--- config.mk ---
export PLATFORM = sky130hd
export DESIGN_NAME = spi_tx_sched_flat
export DESIGN_NICKNAME = d
export VERILOG_FILES = /design/src/rtl/spi_pkg.sv /design/src/rtl/spi_tx_sched_if.sv /design/src/rtl/spi_shift_reg.sv /design/src/rtl/spi_tx_sched.sv /design/src/flat_wrapper.sv
export SDC_FILE = /design/constraint.sdc
export NUM_CORES = 1
export LEC_CHECK = 0
export BUFFER_PORTS_ARGS = -buffer_cell sky130_fd_sc_hd__buf_2
export CORE_AREA = 2 2 65 49
export CTS_CLUSTER_DIAMETER = 120
export DETAILED_ROUTE_END_ITERATION = 6
export DIE_AREA = 0 0 67 51
export PLACE_DENSITY = 0.85
export RECOVER_POWER = 50
export SYNTH_ARGS = -nofsm -noshare
export SYNTH_HDL_FRONTEND = slang
export SYNTH_SLANG_ARGS = --single-unit
--- constraint.sdc ---
create_clock -name clk -period 2.5 [get_ports clk]
set_clock_uncertainty 0.05 [all_clocks]
set_input_delay 0.5 -clock clk [delete_from_list [all_inputs] [get_ports clk]]
set_output_delay 0.5 -clock clk [all_outputs]
set_load 0.1 [all_outputs]
--- src/rtl/spi_pkg.sv ---
`default_nettype none
// ============================================================================
// Module      : spi_pkg
// Description : Shared FSM encodings, default sizes and the round-robin pick
//               function for the serial transmit scheduler.
// Revision    : 1.0 - initial release
// ============================================================================
package spi_pkg;

    localparam int c_N_REQ_DEF  = 4;
    localparam int c_DATA_W_DEF = 8;
    localparam int c_MAX_REQ    = 8;

    typedef enum logic [0:0] {
        ST_IDLE  = 1'b0,
        ST_SHIFT = 1'b1
    } state_t;

    typedef struct packed {
        logic        found;
        logic [31:0] idx;
    } rr_pick_t;

    // Search starts one past the last winner so that winner has lowest priority.
    function automatic rr_pick_t rr_pick(input logic [c_MAX_REQ-1:0] req,
                                         input int unsigned ptr,
                                         input int unsigned n);
        rr_pick_t    r;
        int unsigned cand;
        logic [2:0]  c3;
        r.found = 1'b0;
        r.idx   = '0;
        for (int unsigned k = 1; k <= c_MAX_REQ; k++) begin
            cand = (ptr + k) % n;
            c3   = cand[2:0];
            if (k <= n && !r.found && req[c3]) begin
                r.found = 1'b1;
                r.idx   = cand;
            end
        end
        return r;
    endfunction

endpackage
`default_nettype wire

--- src/rtl/spi_tx_sched_if.sv ---
`default_nettype none
// ============================================================================
// Module      : spi_tx_sched_if
// Description : Requester bus and serial output bundle of the scheduler.
// Revision    : 1.0 - initial release
// ============================================================================
interface spi_tx_sched_if #(
    parameter int N_REQ  = spi_pkg::c_N_REQ_DEF,
    parameter int DATA_W = spi_pkg::c_DATA_W_DEF,
    parameter int IDX_W  = $clog2(N_REQ)
);
    logic [N_REQ-1:0]        req;
    logic [N_REQ*DATA_W-1:0] data;
    logic [N_REQ-1:0]        ack;
    logic                    ser_bit;   // serial data, MSB first
    logic                    valid;
    logic [IDX_W-1:0]        sel;
    logic                    busy;
    logic                    done;

    modport master (
        output req, data,
        input  ack, ser_bit, valid, sel, busy, done
    );

    modport slave (
        input  req, data,
        output ack, ser_bit, valid, sel, busy, done
    );
endinterface
`default_nettype wire

--- src/rtl/spi_shift_reg.sv ---
`default_nettype none
// ============================================================================
// Module      : spi_shift_reg
// Description : Parallel-load, shift-left register exposing its MSB.
// Revision    : 1.0 - initial release
// ============================================================================
module spi_shift_reg #(
    parameter int WIDTH = 8
) (
    input  wire logic             clk,
    input  wire logic             rst,
    input  wire logic             i_load,
    input  wire logic             i_shift,
    input  wire logic [WIDTH-1:0] i_data,
    output logic                  o_q_msb
);
    logic [WIDTH-1:0] r_q;

    always_ff @(posedge clk or posedge rst) begin
        if (rst) begin
            r_q <= '0;
        end else if (i_load) begin
            r_q <= i_data;
        end else if (i_shift) begin
            r_q <= {r_q[WIDTH-2:0], 1'b0};
        end
    end

    assign o_q_msb = r_q[WIDTH-1];
endmodule
`default_nettype wire

--- src/rtl/spi_tx_sched.sv ---
`default_nettype none
// ============================================================================
// Module      : spi_tx_sched
// Description : Round-robin scheduler sharing one MSB-first bit-serial
//               transmitter between N_REQ byte requesters.
// Revision    : 1.0 - initial release
// ============================================================================
module spi_tx_sched
    import spi_pkg::*;
#(
    parameter int N_REQ  = c_N_REQ_DEF,
    parameter int DATA_W = c_DATA_W_DEF,
    parameter int IDX_W  = $clog2(N_REQ)
) (
    input wire logic       clk,
    input wire logic       rst,
    spi_tx_sched_if.slave  bus
);
    localparam int c_CNT_W = $clog2(DATA_W) + 1;

    state_t               r_state;
    logic [c_CNT_W-1:0]   r_cnt;
    logic [IDX_W-1:0]     r_ptr;
    logic [IDX_W-1:0]     r_sel;
    logic [N_REQ-1:0]     r_ack;
    logic                 r_bit;
    logic                 r_valid;
    logic                 r_busy;
    logic                 r_done;

    logic [DATA_W-1:0]    w_bytes [N_REQ];
    rr_pick_t             w_pick;
    logic [IDX_W-1:0]     w_grant_idx;
    logic [DATA_W-1:0]    w_grant_byte;
    logic                 w_load;
    logic                 w_shift;
    logic                 w_sr_msb;

    for (genvar gi = 0; gi < N_REQ; gi++) begin : g_unpack
        assign w_bytes[gi] = bus.data[gi*DATA_W +: DATA_W];
    end

    assign w_pick       = rr_pick(c_MAX_REQ'(bus.req), 32'(r_ptr), N_REQ);
    assign w_grant_idx  = IDX_W'(w_pick.idx);
    assign w_grant_byte = w_bytes[w_grant_idx];
    assign w_load       = (r_state == ST_IDLE) && w_pick.found;
    assign w_shift      = (r_state == ST_SHIFT) && (r_cnt != '0);

    // The MSB leaves directly from the grant edge, so the register is loaded
    // pre-shifted and its MSB is always the next bit due on the line.
    spi_shift_reg #(
        .WIDTH (DATA_W)
    ) u_shift_reg (
        .clk     (clk),
        .rst     (rst),
        .i_load  (w_load),
        .i_shift (w_shift),
        .i_data  ({w_grant_byte[DATA_W-2:0], 1'b0}),
        .o_q_msb (w_sr_msb)
    );

    always_ff @(posedge clk or posedge rst) begin
        if (rst) begin
            r_state <= ST_IDLE;
            r_cnt   <= '0;
            r_ptr   <= IDX_W'(N_REQ - 1);
            r_sel   <= '0;
            r_ack   <= '0;
            r_bit   <= 1'b0;
            r_valid <= 1'b0;
            r_busy  <= 1'b0;
            r_done  <= 1'b0;
        end else begin
            r_ack  <= '0;
            r_done <= 1'b0;
            case (r_state)
                ST_IDLE: begin
                    r_bit   <= 1'b0;
                    r_valid <= 1'b0;
                    r_busy  <= 1'b0;
                    if (w_pick.found) begin
                        r_ack   <= N_REQ'(1) << w_grant_idx;
                        r_sel   <= w_grant_idx;
                        r_ptr   <= w_grant_idx;
                        r_busy  <= 1'b1;
                        r_valid <= 1'b1;
                        r_bit   <= w_grant_byte[DATA_W-1];
                        r_cnt   <= c_CNT_W'(DATA_W - 1);
                        r_state <= ST_SHIFT;
                    end
                end
                ST_SHIFT: begin
                    if (r_cnt == '0) begin
                        r_valid <= 1'b0;
                        r_bit   <= 1'b0;
                        r_busy  <= 1'b0;
                        r_done  <= 1'b1;
                        r_state <= ST_IDLE;
                    end else begin
                        r_bit <= w_sr_msb;
                        r_cnt <= r_cnt - 1'b1;
                    end
                end
                default: r_state <= ST_IDLE;
            endcase
        end
    end

    assign bus.ack     = r_ack;
    assign bus.ser_bit = r_bit;
    assign bus.valid   = r_valid;
    assign bus.sel     = r_sel;
    assign bus.busy    = r_busy;
    assign bus.done    = r_done;
endmodule
`default_nettype wire
--- src/flat_wrapper.sv ---
// flat-port wrapper written by rule: the top's interface ports become plain ports
module spi_tx_sched_flat import spi_pkg::*;
#(
    parameter int N_REQ  = c_N_REQ_DEF,
    parameter int DATA_W = c_DATA_W_DEF,
    parameter int IDX_W  = $clog2(N_REQ)
)
  (clk, rst, bus_req, bus_data, bus_ack, bus_ser_bit, bus_valid, bus_sel, bus_busy, bus_done);
  spi_tx_sched_if #(.N_REQ(N_REQ), .DATA_W(DATA_W), .IDX_W(IDX_W)) bus_i ();
  input wire logic clk;
  input wire logic rst;
  input wire logic [$bits(bus_i.req)-1:0] bus_req;
  input wire logic [$bits(bus_i.data)-1:0] bus_data;
  output wire logic [$bits(bus_i.ack)-1:0] bus_ack;
  output wire logic [$bits(bus_i.ser_bit)-1:0] bus_ser_bit;
  output wire logic [$bits(bus_i.valid)-1:0] bus_valid;
  output wire logic [$bits(bus_i.sel)-1:0] bus_sel;
  output wire logic [$bits(bus_i.busy)-1:0] bus_busy;
  output wire logic [$bits(bus_i.done)-1:0] bus_done;
  assign bus_i.req = bus_req;
  assign bus_i.data = bus_data;
  assign bus_ack = bus_i.ack;
  assign bus_ser_bit = bus_i.ser_bit;
  assign bus_valid = bus_i.valid;
  assign bus_sel = bus_i.sel;
  assign bus_busy = bus_i.busy;
  assign bus_done = bus_i.done;
  spi_tx_sched #(.N_REQ(N_REQ), .DATA_W(DATA_W), .IDX_W(IDX_W)) u_core (.clk(clk), .rst(rst), .bus(bus_i));
endmodule
==> flow_summary.ini, run 1 <==
[routing]
drtPass1Iterations = 4
via_per_inst = 5.100
vias = 1071
drc_errors = 0
routed_wl_um = 2589
ant_nets = 0
first_iter_violations = 23
avgRoutedWirePerCell_um = 12.33

[sta]
rsz0062_at_grt = no
fmax_ghz = 0.4767
tightest_slew_ns = 1.165
post-route-period-util = 0.8391
final-setup-viol-count = 0
fin_ws_ns = 0.4022
finalSetupTns_ns = 0
min_period_ns = 2.098
slew_viol_final = 0
slew_headroom = 0.2266
finalHoldViolCount = 0
whs_ns = 0.3480

[logic_synthesis]
synth-edff-count = 0
synth_nets = 165
syn_area_mm2 = 0.001276
synth_cells = 125
ys.flop_type = dfrtp_1
yosys.cell_count.top_type = dfrtp_1
synth_seq_cells = 23
synthArstFlopShare = 1.000
avgSynthCellArea_um2 = 10.21
netlist.area_leader.share = 0.4118
yosysUniqueCellTypes = 40
synth_area_leaders = dfrtp_1 41%, mux2i_1 10%, dfstp_2 4.1%
synthTopCellsByCount = 21 x dfrtp_1, 13 x mux2i_1, 11 x nand2_1
synth.largest_area_cell = dfrtp_1
yosysWarnings = 0
yosysSeqAreaShare = 0.4529

[layout]
final_nets = 213
n_antenna_cell = 0
areaGrowthSynthToFinish_pct = 22.45
fin_util = 0.5402
final_cells = 210
drive_gt1_frac = 0.3314
nFillCells = 274
design_area_mm2 = 0.001563

[power]
p_leak_nw = 0.7905
power-per-cell-area_mw_per_mm2 = 1240
p_total_mw = 1.938
irDropWorstVdd_mv = 0.6466

[die]
rows = 17
io_pins = 48
die_area_mm2 = 0.003417
core-area_mm2 = 0.002893
die_x_um = 67
start_util = 0.4412
die_y_um = 51

[job]
cap_violations = 0

[global_routing]
grt_overflow = 0
grt_usage = 0.1697
grt_max_degree = 24
grt_pass1_wl_um = 4381
antenna_found_initial = 0
first_global_vias = 954

[placed_design]
dpl_cell_area_mm2 = 0.001523
io_buffers = 47
place_inst = 206
dpl_worst_slack_ns = 0.3782
place_congestion = 0.7615
post-dp-hpwl_um = 1948

[worst_setup_path]
arrival_ns = 2.16
rr_endpoint = u_core.u_shift_reg.r_q[7]
worst-path-max-fanout = 9
startpoint = u_core.r_cnt[0]
worstSetupPathType = reg2reg
reg2reg_depth = 7
required_ns = 2.57
r2r-start = u_core.r_cnt[0]
rrSetupSlack_ns = 0.40
worstSetupStartpointType = flop
end_kind = flop
crit_path_end = u_core.u_shift_reg.r_q[7]

[clocking]
clockBufferDepth = 2
htreeDepth = 1
cts_root_buf = clkbuf_8
insertion_delay_ns = 0.26
postCtsHoldBufs = 0
cts_sinks = 23
post_cts_buffers = 0
cts_tree = yes
path_clk_slew_ns = 0.08
cts_resized = 0
numCtsBuffers = 3

[worst_hold_path]
min_path_type = in2async

[status]
status = complete, no violations
## worst min-delay path by stage
stage	from	end	slack, ns	cells after the start
2_1_floorplan	u_core.r_cnt[0]	u_core.r_cnt[0]	0.41	1
4_1_cts	rst	u_core.bus.done	0.38	2
3_5_place_dp	u_core.bus.sel[1]	u_core.bus.sel[1]	0.42	2
3_3_place_gp	u_core.bus.sel[1]	u_core.bus.sel[1]	0.43	2
6_report	rst	u_core.r_cnt[1]	0.35	2
5_1_grt	rst	u_core.r_cnt[2]	0.44	2
## cell usage in the layout, fill, tap and decap left out, types with 2 or more instances in the layout
| master | n |
|---|---|
| a21oi_1 | 5 |
| a21boi_0 | 4 |
| nand2_1 | 11 |
| mux2i_1 | 13 |
| and3_1 | 4 |
| buf_2 | 43 |
| a211oi_1 | 4 |
| dfrtp_1 | 21 |
| nor2_1 | 9 |
| or2_2 | 2 |
| a22oi_1 | 4 |
| o21ai_0 | 3 |
| inv_1 | 7 |
| nand2b_1 | 2 |
| clkbuf_8 | 3 |
| ha_1 | 2 |
| nor2b_1 | 3 |
| o221ai_1 | 4 |
| dfstp_2 | 2 |
| clkbuf_1 | 5 |
## kinds of logic after synthesis
family / count (synthesis) / share of synthesized area
buffers and inverters: 12 / 0.05490
flip-flops: 23 / 0.4529
XOR/XNOR: 1 / 0.006864
adder cells (fa/ha/maj): 2 / 0.01960
AO/OA/AOI/OAI: 34 / 0.2059
multiplexers: 13 / 0.1020
AND/OR/NAND/NOR: 40 / 0.1578
## report_power, final
part / leakage (nW) / total [mW] / internal [mW] / switching, mW
registers: 0.280 / 0.646 / 0.535 / 0.111
clock network: 0.0228 / 0.227 / 0.114 / 0.114
logic: 0.488 / 1.07 / 0.321 / 0.745
total: 0.790 / 1.94 / 0.969 / 0.969
## final cells by class
type	instances	area, um2	area share
Multi-Input combinational cell	90	628.1	0.4019
Timing Repair Buffer	48	237.7	0.1521
Inverter	7	26.28	0.01681
Sequential cell	23	578.1	0.3699
Tap cell	38	47.55	0.03042
Clock buffer	4	45.04	0.02882
## worst max-delay path, cell delays in order, from the launching register on
cell,delay (ns)
dfrtp_1,0.39
inv_1,0.07
ha_1,0.19
nor3b_1,0.15
nor2b_1,0.48
nor2_1,0.24
a22oi_1,0.22
o221ai_1,0.16
## metal layers
| layer | part of all wire | vias up | GRT usage | wire (um) |
|---|---|---|---|---|
| met3 | 0.056 | 2 | 0.04626 | 146 |
| li1 | - | 550 | - | - |
| met4 | 0.0015 | 0 | 0.01020 | 4 |
| met5 | 0 | - | 0 | 0 |
| met1 | 0.52 | 482 | 0.2681 | 1352 |
| met2 | 0.42 | 37 | 0.2409 | 1086 |
## flip-flops by register name, indices dropped and copies added (netlist names)
name and count:
u_core.u_shift_reg.r_q 7, u_core.r_state 1, u_core.bus.sel 2, u_core.bus.ser_bit 1, u_core.r_ptr 2, u_core.r_cnt 4, u_core.bus.done 1, u_core.bus.valid 1
u_core.bus.ack 4
Power figures use the tool's default switching activity.
==> run 2: changes to the inputs <==
clock period = 2.1 ns   (was 2.5 ns; I/O delays follow)
==> run 2 against run 1 <==
  * Die area unchanged
  * Largest power group unchanged
  * Critical path type unchanged
  * Count of clock-buffer cells in the layout fell by 1
  * Utilization grew 1.4 points
==> flow_summary.ini, run 2 (synthesis gave the netlist of run 1 again) <==
[die]
io_pins = 48
die_y_um = 51
die_x_um = 67
die_area_mm2 = 0.003417
start_util = 0.4412
rows = 17
core-area_mm2 = 0.002893

[clocking]
cts_root_buf = clkbuf_8
path_clk_slew_ns = 0.08
numCtsBuffers = 3
cts_sinks = 23
post_cts_buffers = 0
htreeDepth = 1
cts_resized = 0
clockBufferDepth = 2
cts_tree = yes
insertion_delay_ns = 0.27

[global_routing]
use_met3 = 0.05727
grt_overflow = 0
grt_pass1_wl_um = 5057
antenna_found_initial = 0
grt_max_degree = 22
busiest_layer = met2
first_global_vias = 1149
grtUsageMet1 = 0.2567
grt_util_met2 = 0.3317
grt_usage = 0.1974

[worst_setup_path]
worst-path-max-fanout = 10
end_kind = flop
r2r-start = u_core.r_ptr[1]
worstSetupPathType = reg2reg
crit_top_cell = mux2i_1
rr_endpoint = u_core.u_shift_reg.r_q[5]
cp_slowest_cell = dfstp_2
rrSetupSlack_ns = 0.14
slowest_delay_ns = 0.60
crit_chain = mux2i_1 -> a2bb2oi_2 -> and2_2 -> mux2i_1 -> o221ai_1
reg2reg_depth = 5
worstSetupStartpointType = flop
required_ns = 2.19
arrival_ns = 2.05

[layout]
fin_util = 0.5545
largest_register_ffs = 7
final_nets = 219
areaGrowthSynthToFinish_pct = 25.69
layout_common_cells = 45 x buf_2, 21 x dfrtp_1, 13 x mux2i_1
regMostFlops = u_core.u_shift_reg.r_q
final_cells = 216
layout_commonest_cell = buf_2
drive_gt1_frac = 0.3652
n_antenna_cell = 0

[worst_hold_path]
min_path_type = in2async

[placed_design]
post-dp-hpwl_um = 2225
place_congestion = 0.8340
io_buffers = 47
place_inst = 210

[routing]
first_iter_violations = 22
via_per_inst = 5.282
ant_nets = 0
drtPass1Iterations = 4
avgRoutedWirePerCell_um = 13.96
drc_errors = 0
vias = 1141
routed_wl_um = 3016

[sta]
min_period_ns = 1.962
slew_viol_final = 0
finalSetupTns_ns = 0
final-setup-viol-count = 0
fmax_ghz = 0.5098
rsz0062_at_grt = no
slew_headroom = 0.4882
tightest_slew_ns = 0.7676
post-route-period-util = 0.9341
finalHoldViolCount = 0

[power]
power-per-cell-area_mw_per_mm2 = 1481
p_leak_nw = 0.8266
irDropWorstVdd_mv = 0.7644
p_total_mw = 2.375

[job]
cap_violations = 0

[status]
status = complete, no violations
[run 2: cell types whose count changed in the layout (fill, tap and decap cells not counted)]
cell,delta
buf_2,+2
clkbuf_2,+2
nor2_1,+1
nor2_2,-1
clkinv_2,+1
and2_2,+2
buf_4,+2
clkbuf_1,-3
[run 2: area by class of cell]
type                            instances  area, um2
Inverter                                7      26.28
Tap cell                               38      47.55
Timing Repair Buffer                   52      265.3
Clock buffer                            3      41.29
Clock inverter                          1      5.005
Fill cell                             270       1289
Multi-Input combinational cell         92      640.6
Sequential cell                        23      578.1
[run 2: worst max-delay path: cells and delay by family (launching register included)]
kind               cells  cell delay, ns
and+or+nand+nor        1            0.34
AOI/OAI and AO/OA      2            0.40
muxes                  2            0.44
DFF                    1            0.60
[run 2: worst max-delay path by stage]
stage / startpoint / to / slack [ns] / cells past startpoint
after CTS: u_core.r_ptr[1] / u_core.u_shift_reg.r_q[3] / 0.11 / 5
after global placement: u_core.r_ptr[1] / u_core.u_shift_reg.r_q[5] / 0.22 / 5
after floorplan: u_core.bus.valid / bus_valid / 0.29 / 1
final: u_core.r_ptr[1] / u_core.u_shift_reg.r_q[5] / 0.14 / 5
after detailed placement: u_core.r_ptr[1] / u_core.u_shift_reg.r_q[3] / 0.12 / 5
after global routing: u_core.r_ptr[1] / u_core.u_shift_reg.r_q[3] / 0.01 / 5
[run 2: stage by stage]
stage	setup WS (ns)	instance area, um2	hold slack (ns)
2_1_floorplan	0.2904	1276	0.3704
3_3_place_gp	0.2162	1553	0.3672
3_5_place_dp	0.1177	1553	0.3640
4_1_cts	0.1096	1599	0.07284
5_1_grt	0.01446	1604	0.09891
6_report	0.1383	1604	0.05243
[run 2: routing by layer]
| metal | routed length [um] | vias to the layer above |
|---|---|---|
| met5 | 0 | - |
| li1 | - | 559 |
| met2 | 1416 | 47 |
| met4 | 4 | 0 |
| met3 | 209 | 2 |
| met1 | 1385 | 533 |
[run 2: timing repair]
item / 4_1_cts / 5_1_grt
hold buffers: 0 / 0
endpoints found under the setup margin: 0 / 4
endpoints found under the hold margin: 0 / 0
[run 2: where the power goes]
| part | total (mW) | switching (mW) | internal [mW] |
|---|---|---|---|
| combinational | 1.33 | 0.914 | 0.413 |
| clock | 0.279 | 0.146 | 0.133 |
| sequential | 0.769 | 0.132 | 0.637 |
